==> config.mk <==
export PLATFORM = sky130hd
export DESIGN_NAME = shift_reg_feeder_flat
export DESIGN_NICKNAME = d
export VERILOG_FILES = /design/src/rtl/shift_reg_feeder_if.sv /design/src/rtl/shift_reg_feeder.sv /design/src/flat_wrapper.sv
export SDC_FILE = /design/constraint.sdc
export NUM_CORES = 1
export LEC_CHECK = 0
export CAP_MARGIN = 20
export CORE_ASPECT_RATIO = 1.2
export CORE_UTILIZATION = 40
export CTS_CLUSTER_SIZE = 24
export DETAILED_ROUTE_END_ITERATION = 10
export GPL_TIMING_DRIVEN = 0
export PLACE_DENSITY = 0.74
export SLEW_MARGIN = 20
export SYNTH_ARGS = -nofsm -noshare
export SYNTH_HDL_FRONTEND = slang
export SYNTH_SLANG_ARGS = --single-unit
==> constraint.sdc <==
create_clock -name clk -period 4.7 [get_ports clk]
set_input_delay 0.94 -clock clk [delete_from_list [all_inputs] [get_ports clk]]
set_output_delay 0.94 -clock clk [all_outputs]
set_load 0.01 [all_outputs]
==> src/rtl/shift_reg_feeder_if.sv <==
// Upstream word handshake into the shift-register feeder.
// The feeder sits on the slave side; whoever supplies words uses master.
interface shift_reg_feeder_if #(
  parameter int WIDTH = 4,
  parameter int CNT_W = 4
);
  logic             in_valid;
  logic             in_ready;
  logic [WIDTH-1:0] in_data;
  logic             in_dir;
  logic [CNT_W-1:0] shift_count;

  modport master (output in_valid, in_data, in_dir, shift_count, input in_ready);
  modport slave  (input in_valid, in_data, in_dir, shift_count, output in_ready);
endinterface

==> src/rtl/shift_reg_feeder.sv <==
// Serializes a word MSB-first into a 4-bit bidirectional shift register, then shifts it.
// Optional one-word holding buffer: define SHIFT_REG_FEEDER_HOLD_EN.
module shift_reg_feeder #(
  parameter int WIDTH = 4,
  parameter int CNT_W = 4
) (
  input  logic                clk,
  input  logic                reset,
  shift_reg_feeder_if.slave   up,
  output logic                d_in,
  output logic                load,
  output logic                shiftR,
  output logic                busy,
  output logic                done
);
  localparam int IW = (WIDTH > 1) ? $clog2(WIDTH) : 1;

  typedef enum logic [1:0] {IDLE, LOAD, SHIFT, DONE} state_e;

  state_e           state_q, state_d;
  logic [WIDTH-1:0] word_q, word_d;
  logic             dir_q, dir_d;
  logic [CNT_W-1:0] cnt_q, cnt_d;
  logic [IW-1:0]    idx_q, idx_d;
  logic             d_in_q, d_in_d, load_q, load_d, shiftR_q, shiftR_d;
  logic             busy_q, busy_d, done_q, done_d;
  logic             accept;

`ifdef SHIFT_REG_FEEDER_HOLD_EN
  logic             hold_full_q, hold_full_d;
  logic [WIDTH-1:0] hold_word_q, hold_word_d;
  logic             hold_dir_q, hold_dir_d;
  logic [CNT_W-1:0] hold_cnt_q, hold_cnt_d;

  assign up.in_ready = !reset && !hold_full_q;
`else
  assign up.in_ready = !reset && (state_q == IDLE);
`endif

  assign accept = up.in_valid && up.in_ready;

  always_comb begin
    state_d = state_q;
    word_d  = word_q;
    dir_d   = dir_q;
    cnt_d   = cnt_q;
    idx_d   = idx_q;
`ifdef SHIFT_REG_FEEDER_HOLD_EN
    hold_full_d = hold_full_q;
    hold_word_d = hold_word_q;
    hold_dir_d  = hold_dir_q;
    hold_cnt_d  = hold_cnt_q;
`endif
    case (state_q)
      IDLE: begin
        if (accept) begin
          word_d  = up.in_data;
          dir_d   = up.in_dir;
          cnt_d   = up.shift_count;
          idx_d   = IW'(WIDTH - 1);
          state_d = LOAD;
        end
      end
      LOAD: begin
        if (idx_q == '0) state_d = (cnt_q != '0) ? SHIFT : DONE;
        else             idx_d   = idx_q - 1'b1;
      end
      SHIFT: begin
        cnt_d = cnt_q - 1'b1;
        if (cnt_q == CNT_W'(1)) state_d = DONE;
      end
      DONE: begin
        state_d = IDLE;
`ifdef SHIFT_REG_FEEDER_HOLD_EN
        // Held word goes straight into LOAD; with an empty buffer a word
        // offered during DONE bypasses it for the same back-to-back timing.
        if (hold_full_q) begin
          word_d      = hold_word_q;
          dir_d       = hold_dir_q;
          cnt_d       = hold_cnt_q;
          idx_d       = IW'(WIDTH - 1);
          state_d     = LOAD;
          hold_full_d = 1'b0;
        end else if (accept) begin
          word_d  = up.in_data;
          dir_d   = up.in_dir;
          cnt_d   = up.shift_count;
          idx_d   = IW'(WIDTH - 1);
          state_d = LOAD;
        end
`endif
      end
      default: state_d = IDLE;
    endcase
`ifdef SHIFT_REG_FEEDER_HOLD_EN
    if (accept && (state_q == LOAD || state_q == SHIFT || (state_q == DONE && hold_full_q))) begin
      hold_full_d = 1'b1;
      hold_word_d = up.in_data;
      hold_dir_d  = up.in_dir;
      hold_cnt_d  = up.shift_count;
    end
`endif
    // Outputs are registered from the next state so they line up with it.
    load_d   = (state_d == LOAD);
    d_in_d   = load_d && word_d[idx_d];
    shiftR_d = (state_d == SHIFT) && dir_d;
    busy_d   = (state_d != IDLE);
    done_d   = (state_d == DONE);
  end

  always_ff @(posedge clk) begin
    if (reset) begin
      state_q  <= IDLE;
      word_q   <= '0;
      dir_q    <= 1'b0;
      cnt_q    <= '0;
      idx_q    <= '0;
      d_in_q   <= 1'b0;
      load_q   <= 1'b0;
      shiftR_q <= 1'b0;
      busy_q   <= 1'b0;
      done_q   <= 1'b0;
    end else begin
      state_q  <= state_d;
      word_q   <= word_d;
      dir_q    <= dir_d;
      cnt_q    <= cnt_d;
      idx_q    <= idx_d;
      d_in_q   <= d_in_d;
      load_q   <= load_d;
      shiftR_q <= shiftR_d;
      busy_q   <= busy_d;
      done_q   <= done_d;
    end
  end

`ifdef SHIFT_REG_FEEDER_HOLD_EN
  always_ff @(posedge clk) begin
    if (reset) begin
      hold_full_q <= 1'b0;
      hold_word_q <= '0;
      hold_dir_q  <= 1'b0;
      hold_cnt_q  <= '0;
    end else begin
      hold_full_q <= hold_full_d;
      hold_word_q <= hold_word_d;
      hold_dir_q  <= hold_dir_d;
      hold_cnt_q  <= hold_cnt_d;
    end
  end
`endif

  assign d_in   = d_in_q;
  assign load   = load_q;
  assign shiftR = shiftR_q;
  assign busy   = busy_q;
  assign done   = done_q;
endmodule

==> src/flat_wrapper.sv <==
// flat-port wrapper written by rule: the top's interface ports become plain ports
module shift_reg_feeder_flat 
#(
  parameter int WIDTH = 4,
  parameter int CNT_W = 4
)
  (clk, reset, d_in, load, shiftR, busy, done, up_in_valid, up_in_data, up_in_dir, up_shift_count, up_in_ready);
  shift_reg_feeder_if #(.WIDTH(WIDTH), .CNT_W(CNT_W)) up_i ();
  input  logic clk;
  input  logic reset;
  output logic d_in;
  output logic load;
  output logic shiftR;
  output logic busy;
  output logic done;
  input wire logic [$bits(up_i.in_valid)-1:0] up_in_valid;
  input wire logic [$bits(up_i.in_data)-1:0] up_in_data;
  input wire logic [$bits(up_i.in_dir)-1:0] up_in_dir;
  input wire logic [$bits(up_i.shift_count)-1:0] up_shift_count;
  output wire logic [$bits(up_i.in_ready)-1:0] up_in_ready;
  assign up_i.in_valid = up_in_valid;
  assign up_i.in_data = up_in_data;
  assign up_i.in_dir = up_in_dir;
  assign up_i.shift_count = up_shift_count;
  assign up_in_ready = up_i.in_ready;
  shift_reg_feeder #(.WIDTH(WIDTH), .CNT_W(CNT_W)) u_core (.clk(clk), .reset(reset), .up(up_i), .d_in(d_in), .load(load), .shiftR(shiftR), .busy(busy), .done(done));
endmodule
==> Word-level counts from Yosys, hierarchy flattened <==
Cells that the tools add are included.
{ "classes": {"n_addsub": 2, "order_cmp": 1, "n_eq_ne": 8, "n_mux": 16, "n_reduce_logical": 11} }
{ "op_table": {"columns": ["op", "count"], "rows": [
  ["4-bit two-way mux", 3],
  ["2-bit two-way mux", 5],
  ["2-bit equality test (second input constant)", 4],
  ["2-bit one-hot mux with 4 select lines", 1],
  ["4-bit one-hot mux with 2 select lines", 1],
  ["2-bit by 1-bit equality test with 1-bit output (second input constant)", 2],
  ["4-bit by 1-bit equality test with 1-bit output (second input constant)", 1],
  ["1-bit logical AND", 4],
  ["2-bit zero test", 2],
  ["1-bit two-way mux", 4],
  ["2-bit one-hot mux with 2 select lines", 1],
  ["2-bit nonzero test", 2],
  ["4-bit nonzero test", 1],
  ["4-bit by 1-bit subtractor with 4-bit output (second input constant)", 1],
  ["2-bit by 3-bit less-than comparator with 1-bit output (second input constant)", 1],
  ["1-bit binary-select mux with 2-bit select", 1],
  ["2-bit by 1-bit inequality test with 1-bit output (second input constant)", 1],
  ["2-bit AND reduction", 1],
  ["2-bit by 1-bit subtractor with 2-bit output (second input constant)", 1],
  ["1-bit zero test", 1]
]} }
{ "totals": {"regBits": 18, "input_bits": 12, "output_inout_bits": 6, "elab_cells": 48} }

==> Longest topological paths before layout <==
Gate-level depths: netlist of run 1.
{ "depth": {"word_depth": 8, "ltp_mapped": 6, "ltp_nobuf": 6} }

==> Least setup slack after synthesis of run 1 <==
Ideal clock, no wire load.
{ "synth_path": {"path_type": "input port to output port", "start": "input reset", "end": "output up_in_ready", "arrival_ns": 1.507, "required_time_ns": 3.760, "path_slack_ns": 2.253, "stages": 3, "n_path_buf": 2, "path_cell_list": "buf_6 clkbuf_1 nor3_1"} }
{ "synth_between": {"elab_chain_cells": 2} }
{ "synth_lines": {"columns": ["element", "line_no", "source"], "rows": [
  ["start, declared", "flat_wrapper.sv:10", "input logic reset;"],
  ["1-bit zero test", "shift_reg_feeder.sv:37", "assign up.in_ready = !reset && (state_q == IDLE);"],
  ["1-bit logical AND", "shift_reg_feeder.sv:37", null],
  ["end, declared", "flat_wrapper.sv:20", "output wire logic [$bits(up_i.in_ready)-1:0] up_in_ready;"]
]} }
No other way between the ends.

==> Worst setup path in the final report of run 1 <==
Ends and elaborated chain as after synthesis.

==> results of run 1 <==
==> routing by layer <==
layer	track usage (%)	vias to the layer above
met4	11.11	0
met1	22.02	364
li1	-	399
met2	34.07	17
met5	0	-
met3	4.096	5
==> cell type report <==
| type | instances | area share [%] |
|---|---|---|
| Buffer | 7 | 4.304 |
| Clock buffer | 4 | 2.378 |
| Inverter | 2 | 0.6795 |
| Multi-Input combinational cell | 76 | 43.94 |
| Sequential cell | 17 | 30.80 |
| Tap cell | 30 | 3.398 |
| Timing Repair Buffer | 16 | 14.50 |
==> registers in the layout (all words and copies together) (netlist names) <==
register	count
u_core.done	1
u_core.dir_q	1
u_core.idx_q	2
u_core.d_in	1
u_core.cnt_q	4
u_core.shiftR	1
u_core.word_q	3
u_core.state_q	2
u_core.busy	1
u_core.load	1
==> power by group <==
| part | switching, mW | total (mW) | internal [mW] |
|---|---|---|---|
| logic | 0.0572 | 0.113 | 0.0554 |
| registers | 0.0115 | 0.171 | 0.160 |
| clock network | 0.0457 | 0.0788 | 0.0331 |
| total | 0.114 | 0.362 | 0.248 |
==> cell usage in the layout, fill, tap and decap left out, types with 4 or more instances in the layout <==
cell type	instances
nand3b_1	4
dfxtp_1	17
nand2_1	11
clkdlybuf4s50_1	16
nor2_1	9
a21oi_1	15
==> final timing paths <==
path                     start             to  slack, ns  cells after the start
max                      reset    up_in_ready       1.70                      4
min               u_core.dir_q   u_core.dir_q       0.47                      2
max reg2reg  u_core.state_q[1]  u_core.shiftR       3.06                      4
min reg2reg       u_core.dir_q   u_core.dir_q       0.47                      2
==> cell families (layout without fill, tap and decap cells) <==
group	count (synthesis)	count (layout)	synth area share [%]
multiplexers	1	1	1.136
adder cells (fa/ha/maj)	3	3	4.262
AO/OA/AOI/OAI	29	29	20.88
flip-flops	17	17	38.64
AND/OR/NAND/NOR	43	43	28.84
buffers and inverters	9	29	6.251
==> critical path: stages <==
cell and delay [ns]:
buf_6 0.12, clkbuf_1 0.24, nor3_1 0.20, clkdlybuf4s50_1 0.56
==> summary.md, run 1 <==
| Metric | Value |
|---|---|
| Outcome | `finished, final reports clean` |
| Netlist Area Pre-Place | `880.8 um^2` |
| Drc violations | `0` |
| Initial antenna violation count | `0` |
| Vias in the first global route | `757` |
| Die W | `44.84 um` |
| Slew Limit Fails | `0` |
| Fmax | `between 300 and 400 MHz` |
| Via/cell ratio | `around 5.2` |
| Worst rel slew slack | `a little over three fifths` |
| Syn_nets | `between 100 and 150` |
| Top cells by area, synth | `dfxtp_1, a21oi_1, nand2_1` |
| Fin area | `around 0.0011 mm^2` |
| Fillers | `just over 200` |
| Die Ht | `around 53 um` |
| Synth cell types | `36` |
| Worst-skew pair later-pin latency | `around 0.29 ns` |
| Drt wl/cell | `about 13 um` |
| Total Power | `roughly 0.36 mW` |
| Final core occ | `between 50 and 60%` |
| CTS clk-pin slew, worst paths | `roughly 0.090 ns` |
| Row cnt | `18` |
| Worst path required time | `3.76 ns` |
| DR WL met2 | `between 900 and 1000 um` |
| Final hold slack | `between 0.4 and 0.5 ns` |
| Total length of routed met3 wires | `45 um` |
| Startpoint Class | `primary input` |
| GR Util All Layers | `roughly 20%` |
| Worst-Margin Slew | `between 0.5 and 0.6 ns` |
| Post-synth EDFFs | `0` |
| Setup crit end kind | `primary output` |
| Die ar. | `0.002394 mm^2` |
| IO Pins | `18` |
| Clk root buf | `clkbuf_4` |
| Pwr Density | `~330 mW/mm^2` |
| First-pass GRT wire length | `~3300 um` |
| Register bit total from synthesis | `17` |
| Htree depth | `1` |
| Cell count after synthesis | `102` |
| Leakage power | `~0.4 nW` |
| YS warnings | `0` |
| CTS buffer count | `3` |
| Post-DP HPWL | `1386 um` |
| Fin. Hold Viols | `0` |
| Ys async rst share | `0%` |
| Synth Area per Inst | `about 8.6 um^2` |
| Share of layout cells above drive strength 1 | `11.48%` |
| Worst setup margin | `between 1.5 and 2 ns` |
| Final #Nets | `138` |
| CTS resizes | `0` |
| Initial core utilization | `between 40% and 50%` |
| Post-route ant nets | `0` |
| Max FO, Critical Path | `10` |
| Area Growth Syn to Fin | `25.43%` |
| Multi-input logic area | `approximately 490 um^2` |
| Max-cap violations | `0` |
| Sequential share of the synthesized area | `38.64%` |
| Hold-fix buffers, CTS | `0` |
| Most frequent cells after synthesis | `dfxtp_1, a21oi_1, nand2_1` |
| Placed Area | `0.001079 mm^2` |
| # diodes | `0` |
| Clock sink total | `17` |
| Worst Path Class, Setup | `in2out` |
| GP Congestion | `~0.8` |
| Initial detailed-routing violation count | `13` |
| DR top layer | `met4` |
| Clock tree buffer depth | `2` |
| Top-count cell post-synth | `dfxtp_1` |
| Via count | `~790` |
| Top_reg_cell synth | `dfxtp_1` |
| IO Port Bufs | `16` |
| Critical Path AT | `2.06 ns` |
| Reg area | `340.3 um^2` |
| Unrepaired setup endpoints after global routing | `false` |
| Worst-case vdd ir drop | `192.9 uV` |
| Drt first pass iters | `4` |
| WL met1 | `around 840 um` |
| Post-CTS Setup Repair Bufs | `0` |
| Largest net degree at the start of global routing | `11` |
| Final period util | `between 60% and 70%` |
| Hold WC Path Type | `reg2reg` |
| Final setup fails | `0` |
| Period minus WS final | `between 2 and 3 ns` |
| Final WL | `approximately 1900 um` |
| Core Area | `about 0.0021 mm^2` |
| Final Non-Filler Cells | `approximately 150` |
| Setup Slack @ Placement | `approximately 1.7 ns` |
| Largest area contributor in the netlist | `dfxtp_1` |
| Dpl cells | `about 150` |
| CTS tree | `done` |
| GRT overflow | `0` |
| Clk_skew | `about 0.0015 ns` |
| Setup tns final | `0 ns` |
| Post-synth top area share | `between 30% and 40%` |
(Power assumes the default switching activity.)
==> inputs of run 2 (changes only) <==
Settings changed: PLACE_DENSITY 0.74 to 0.76.
Clock period 4.7 ns to 2.45 ns, I/O delays scaled along.
==> summary.md, run 2 (same netlist as run 1, synthesis figures left out) <==
| Metric | Value |
|---|---|
| Hold wc startpoint | `reset (was u_core.dir_q)` |
| IO Port Bufs | `16 (unchanged)` |
| Critical path's top delay family | `buffers and inverters (unchanged)` |
| Worst-case vdd ir drop | `419.8 uV (was 192.9 uV)` |
| Initial antenna violation count | `0 (unchanged)` |
| Final setup fails | `0 (unchanged)` |
| Hold path depth | `2 (unchanged)` |
| Drt first pass iters | `4 (unchanged)` |
| Drt wl/cell | `12.19 um (was 12.53 um)` |
| Worst-skew pair later-pin latency | `0.29 ns (about the same)` |
| Register with the most flip-flops | `u_core.cnt_q (unchanged)` |
| Pwr Density | `623.8 mW/mm^2 (was 328.0 mW/mm^2)` |
| Fillers | `212 (was 203)` |
| Vias in the first global route | `764 (was 757)` |
| Fin. Hold Viols | `0 (unchanged)` |
| Post-CTS Setup Repair Bufs | `0 (unchanged)` |
| GRT overflow | `0 (unchanged)` |
| Reg2Reg Depth | `5 (was 4)` |
| Critical Path AT | `1.59 ns (was 2.06 ns)` |
| Via/cell ratio | `5.184 (was 5.164)` |
| RR Startpoint | `u_core.state_q[1] (unchanged)` |
| Final period util | `85.08%` |
| Htree depth | `1 (unchanged)` |
| Die W | `44.84 um (unchanged)` |
| Leakage power | `0.3960 nW (unchanged)` |
| Slew Limit Fails | `0 (unchanged)` |
| Worst rel slew slack | `60.94% (was 63.03%)` |
| CTS tree | `done (unchanged)` |
| Hold WC Path Type | `in2reg (was reg2reg)` |
| Regs by FF count | `u_core.cnt_q x4, u_core.word_q x3 (unchanged)` |
| Clock tree buffer depth | `2 (unchanged)` |
| Die ar. | `0.002394 mm^2 (unchanged)` |
| IO Pins | `18 (unchanged)` |
| Via count | `788 (was 785)` |
| First-pass GRT wire length | `3236 um (was 3339 um)` |
| Final #Nets | `138 (unchanged)` |
| Initial core utilization | `42.51% (unchanged)` |
| Buffers plus inverters on the worst setup path | `2 (was 3)` |
| Dpl cells | `148 (unchanged)` |
| Hold Crit Endpoint | `u_core.cnt_q[0] (was u_core.dir_q)` |
| Clock sink total | `17 (unchanged)` |
| Worst-Margin Slew | `0.5835 ns (was 0.5522 ns)` |
| Max reg flops | `4 (unchanged)` |
| Max FO, Critical Path | `10 (unchanged)` |
| CTS resizes | `0 (unchanged)` |
| Unrepaired setup endpoints after global routing | `false (unchanged)` |
| Post-DP HPWL | `1364 um (was 1386 um)` |
| Clk_skew | `0.005338 ns (was 0.001501 ns)` |
| Largest net degree at the start of global routing | `11 (unchanged)` |
| Row cnt | `18 (unchanged)` |
| Final WL | `1853 um (was 1905 um)` |
| Outcome | `finished, final reports clean (unchanged)` |
| Post-route ant nets | `0 (unchanged)` |
| Period minus WS final | `between 2 and 2.5 ns` |
| CTS buffer count | `3 (unchanged)` |
| Setup tns final | `0 ns (unchanged)` |
| GR Util All Layers | `18.31% (was 19.72%)` |
| Worst path required time | `1.96 ns (was 3.76 ns)` |
| RR Endpoint | `u_core.d_in (was u_core.shiftR)` |
| Max incr delay on CP | `0.56 ns (about the same)` |
| Clk root buf | `clkbuf_4 (unchanged)` |
| CTS clk-pin slew, worst paths | `0.10 ns (was 0.09 ns)` |
| Max-cap violations | `0 (unchanged)` |
| Core Area | `0.002072 mm^2 (unchanged)` |
| Commonest non-fill, non-tap cell in the layout | `dfxtp_1 (unchanged)` |
| Setup crit end kind | `primary output (unchanged)` |
| Slowest cell on crit path | `clkdlybuf4s50_1 (unchanged)` |
| Worst Path Class, Setup | `reg2out (was in2out)` |
| Area Growth Syn to Fin | `25.43% (unchanged)` |
| Worst R2R Setup Slack | `0.88 ns (was 3.06 ns)` |
| Hold-fix buffers, CTS | `0 (unchanged)` |
| Cell breakdown of the critical path | `buf_2 > nor3_1 > clkdlybuf4s50_1 (was buf_6 > clkbuf_1 > nor3_1 > clkdlybuf4s50_1)` |
| Die Ht | `53.41 um (unchanged)` |
| Final Non-Filler Cells | `152 (unchanged)` |
| GP Congestion | `0.8289 (was 0.7995)` |
| # diodes | `0 (unchanged)` |
| Share of layout cells above drive strength 1 | `11.48% (unchanged)` |
| Drc violations | `0 (unchanged)` |
| Startpoint Class | `flip-flop (was primary input)` |
| Most frequent cells in the layout | `dfxtp_1, clkdlybuf4s50_1, a21oi_1 (unchanged)` |
| Initial detailed-routing violation count | `15 (was 13)` |
| Fmax | `~480 MHz` |
==> run 2: cell counts in the layout (fill, tap and decap cells not counted) <==
No cell type changed its count.
==> run 2: layer usage <==
layer / track usage [%] / part of all wire (%) / routed length, um / vias up
met2: 31.13 / 50 / 935 / 20
li1: - / - / - / 401
met1: 23.05 / 45 / 837 / 365
met5: 0 / 0 / 0 / -
met3: 2.730 / 3.6 / 67 / 2
met4: 6.566 / 0.65 / 12 / 0
==> run 2: worst register-to-register path: cells and delay by family, from the launching register on <==
| kind | cells | cell delay (ns) |
|---|---|---|
| compound gates | 2 | 0.32 |
| buf+inv | 1 | 0.16 |
| flops | 1 | 0.37 |
| simple gates | 2 | 0.61 |
==> run 2: power breakdown <==
part / switching [mW] / internal, mW / total, mW
clock: 0.0850 / 0.0632 / 0.148
combinational: 0.107 / 0.106 / 0.213
sequential: 0.0219 / 0.306 / 0.328
==> run 2: worst max path at each step <==
stage / start / to / slack [ns] / depth (start not counted)
after floorplan: reset / u_core.d_in / 0.75 / 6
after global placement: up_in_valid / u_core.d_in / 0.26 / 6
after detailed placement: up_in_valid / u_core.cnt_q[3] / 0.25 / 5
after CTS: reset / up_in_ready / 0.36 / 4
after global routing: u_core.state_q[0] / up_in_ready / 0.28 / 3
final: u_core.state_q[0] / up_in_ready / 0.37 / 3
==> run 2: stage by stage <==
stage                     setup slack, ns  power (mW)  util (%)  hold WS [ns]  instance area [um^2]
after floorplan                    0.7548      0.4777         -        0.4309                 880.8
after global routing               0.2819      0.7296     53.32        0.4412                  1105
after CTS                          0.3615      0.6882     53.32        0.4266                  1105
final                              0.3656      0.6892     53.32        0.4241                  1105
after global placement             0.2621      0.5394     52.05        0.4471                  1079
after detailed placement           0.2476      0.5461     52.05        0.4501                  1079
==> run 2: layout make-up <==
class	count	area (um^2)	area share, %
Multi-Input combinational cell	76	485.5	43.94
Sequential cell	17	340.3	30.80
Timing Repair Buffer	16	160.2	14.50
Buffer	7	47.55	4.304
Tap cell	30	37.54	3.398
Clock buffer	4	26.28	2.378
Inverter	2	7.507	0.6795
==> inputs of run 3 (changes only) <==
Settings changed: MAX_ROUTING_LAYER set to met4.
==> summary.md, run 3 (same netlist as run 1, synthesis figures left out) <==
| Metric | Value |
|---|---|
| Drc violations | `0 (unchanged)` |
| Initial detailed-routing violation count | `14 (was 15)` |
| Via/cell ratio | `5.191 (was 5.184)` |
| Share of layout cells above drive strength 1 | `11.48% (unchanged)` |
| Setup crit end kind | `primary output (unchanged)` |
| Final core occ | `53.32% (unchanged)` |
| Most frequent cells in the layout | `dfxtp_1, clkdlybuf4s50_1, a21oi_1 (unchanged)` |
| CTS buffer count | `3 (unchanged)` |
| Pint | `0.4750 mW (about the same)` |
| Vias in the first global route | `762 (was 764)` |
| Pwr Density | `624.6 mW/mm^2 (was 623.8 mW/mm^2)` |
| Period minus WS final | `2.086 ns (was 2.084 ns)` |
| Commonest non-fill, non-tap cell in the layout | `dfxtp_1 (unchanged)` |
| Drt first pass iters | `4 (unchanged)` |
| Startpoint Class | `flip-flop (unchanged)` |
| Gate power share | `30.9% (about the same)` |
| Hold WC Path Type | `in2reg (unchanged)` |
| Switching share of power | `31.17% (was 31.08%)` |
| Core Area | `0.002072 mm^2 (unchanged)` |
| Worst-skew pair later-pin latency | `0.29 ns (about the same)` |
| Max reg flops | `4 (unchanged)` |
| Setup tns final | `0 ns (unchanged)` |
| Worst Path Class, Setup | `reg2out (unchanged)` |
| Initial core utilization | `42.51% (unchanged)` |
| Htree depth | `1 (unchanged)` |
| IO Pins | `18 (unchanged)` |
| Initial antenna violation count | `0 (unchanged)` |
| Final WL | `1860 um (was 1853 um)` |
| Post-route ant nets | `0 (unchanged)` |
| Outcome | `finished, final reports clean (unchanged)` |
| Row cnt | `18 (unchanged)` |
| Fillers | `212 (unchanged)` |
| Worst rel slew slack | `60.90% (was 60.94%)` |
| Post-DP HPWL | `1364 um (unchanged)` |
| Leakage power | `0.3960 nW (unchanged)` |
| Die ar. | `0.002394 mm^2 (unchanged)` |
| CTS resizes | `0 (unchanged)` |
| Drt wl/cell | `12.24 um (was 12.19 um)` |
| Area Growth Syn to Fin | `25.43% (unchanged)` |
| CTS tree | `done (unchanged)` |
| # diodes | `0 (unchanged)` |
| Clk_skew | `0.005408 ns (was 0.005338 ns)` |
| Max-cap violations | `0 (unchanged)` |
| Final period util | `85.16% (was 85.08%)` |
| Worst-case vdd ir drop | `421.7 uV (was 419.8 uV)` |
| Via count | `789 (was 788)` |
| Flop pwr share | `47.5% (was 47.6%)` |
| Clock power share | `21.6% (was 21.5%)` |
| Fin. Hold Viols | `0 (unchanged)` |
| Worst path required time | `1.96 ns (about the same)` |
| Clock sink total | `17 (unchanged)` |
| Reg area | `340.3 um^2 (unchanged)` |
| Psw | `0.2151 mW (was 0.2142 mW)` |
| Worst-Margin Slew | `0.5840 ns (was 0.5835 ns)` |
| Hold-fix buffers, CTS | `0 (unchanged)` |
| GR Util All Layers | `18.84% (was 18.31%)` |
| GRT overflow | `0 (unchanged)` |
| First-pass GRT wire length | `3249 um (was 3236 um)` |
| Die W | `44.84 um (unchanged)` |
| Regs by FF count | `u_core.cnt_q x4, u_core.word_q x3 (unchanged)` |
| Largest net degree at the start of global routing | `11 (unchanged)` |
| Clock tree buffer depth | `2 (unchanged)` |
| CTS clk-pin slew, worst paths | `0.10 ns (about the same)` |
| Fmax | `479.3 MHz (was 479.8 MHz)` |
| Slew Limit Fails | `0 (unchanged)` |
| GP Congestion | `0.8416 (was 0.8289)` |
| Final #Nets | `138 (unchanged)` |
| Final setup fails | `0 (unchanged)` |
| IO Port Bufs | `16 (unchanged)` |
| Critical Path AT | `1.60 ns (was 1.59 ns)` |
| Post-CTS Setup Repair Bufs | `0 (unchanged)` |
| Multi-input logic area | `485.5 um^2 (unchanged)` |
| Register with the most flip-flops | `u_core.cnt_q (unchanged)` |
| Clk root buf | `clkbuf_4 (unchanged)` |
| Die Ht | `53.41 um (unchanged)` |
| Unrepaired setup endpoints after global routing | `false (unchanged)` |
| Max FO, Critical Path | `10 (unchanged)` |
==> run 3: cell counts in the layout (fill, tap and decap cells not counted) <==
Identical to the previous run, type by type.
==> run 3: critical path, stage by stage, from the launching register on <==
cell and delay (ns):
dfxtp_1 0.37, buf_2 0.20, nor3_1 0.18, clkdlybuf4s50_1 0.56
==> run 3: layer usage <==
metal / track usage, % / wire [um]
met3: 2.730 / 68
met1: 23.25 / 841
met2: 31.13 / 936
met4: 6.566 / 14
met5: - / 0
==> run 3: final timing paths <==
| path | from | depth (start not counted) | slack (ns) | end |
|---|---|---|---|---|
| setup / recovery | u_core.state_q[0] | 3 | 0.36 | up_in_ready |
| hold reg to reg | u_core.dir_q | 2 | 0.47 | u_core.dir_q |
| hold / removal | reset | 2 | 0.42 | u_core.cnt_q[0] |
| setup reg to reg | u_core.state_q[1] | 5 | 0.88 | u_core.d_in |
==> run 3: cell type report <==
class,count,area share (%)
multi-input cells,76,43.94
flip-flops and latches,17,30.80
repair buffers,16,14.50
plain buffers,7,4.304
well taps,30,3.398
clock buffers,4,2.378
inverters,2,0.6795
==> run 3: power by group through the flow <==
| stage | Clock [mW] | Combinational [mW] | Sequential [mW] |
|---|---|---|---|
| after floorplan | 0 | 0.144 | 0.334 |
| after global placement | 0 | 0.206 | 0.333 |
| after detailed placement | 0 | 0.212 | 0.335 |
| after CTS | 0.147 | 0.213 | 0.328 |
| after global routing | 0.157 | 0.240 | 0.332 |
| final | 0.149 | 0.213 | 0.328 |
==> run 3: stage by stage <==
step | hold WS, ns | total power [mW] | worst slack [ns] | instance area, um^2 | std cells
3_3_place_gp | 0.4471 | 0.5394 | 0.2621 | 1079 | 148
2_1_floorplan | 0.4309 | 0.4777 | 0.7548 | 880.8 | 102
4_1_cts | 0.4266 | 0.6882 | 0.3615 | 1105 | 152
6_report | 0.4230 | 0.6901 | 0.3636 | 1105 | 152
3_5_place_dp | 0.4501 | 0.5461 | 0.2476 | 1079 | 148
5_1_grt | 0.4412 | 0.7296 | 0.2819 | 1105 | 152
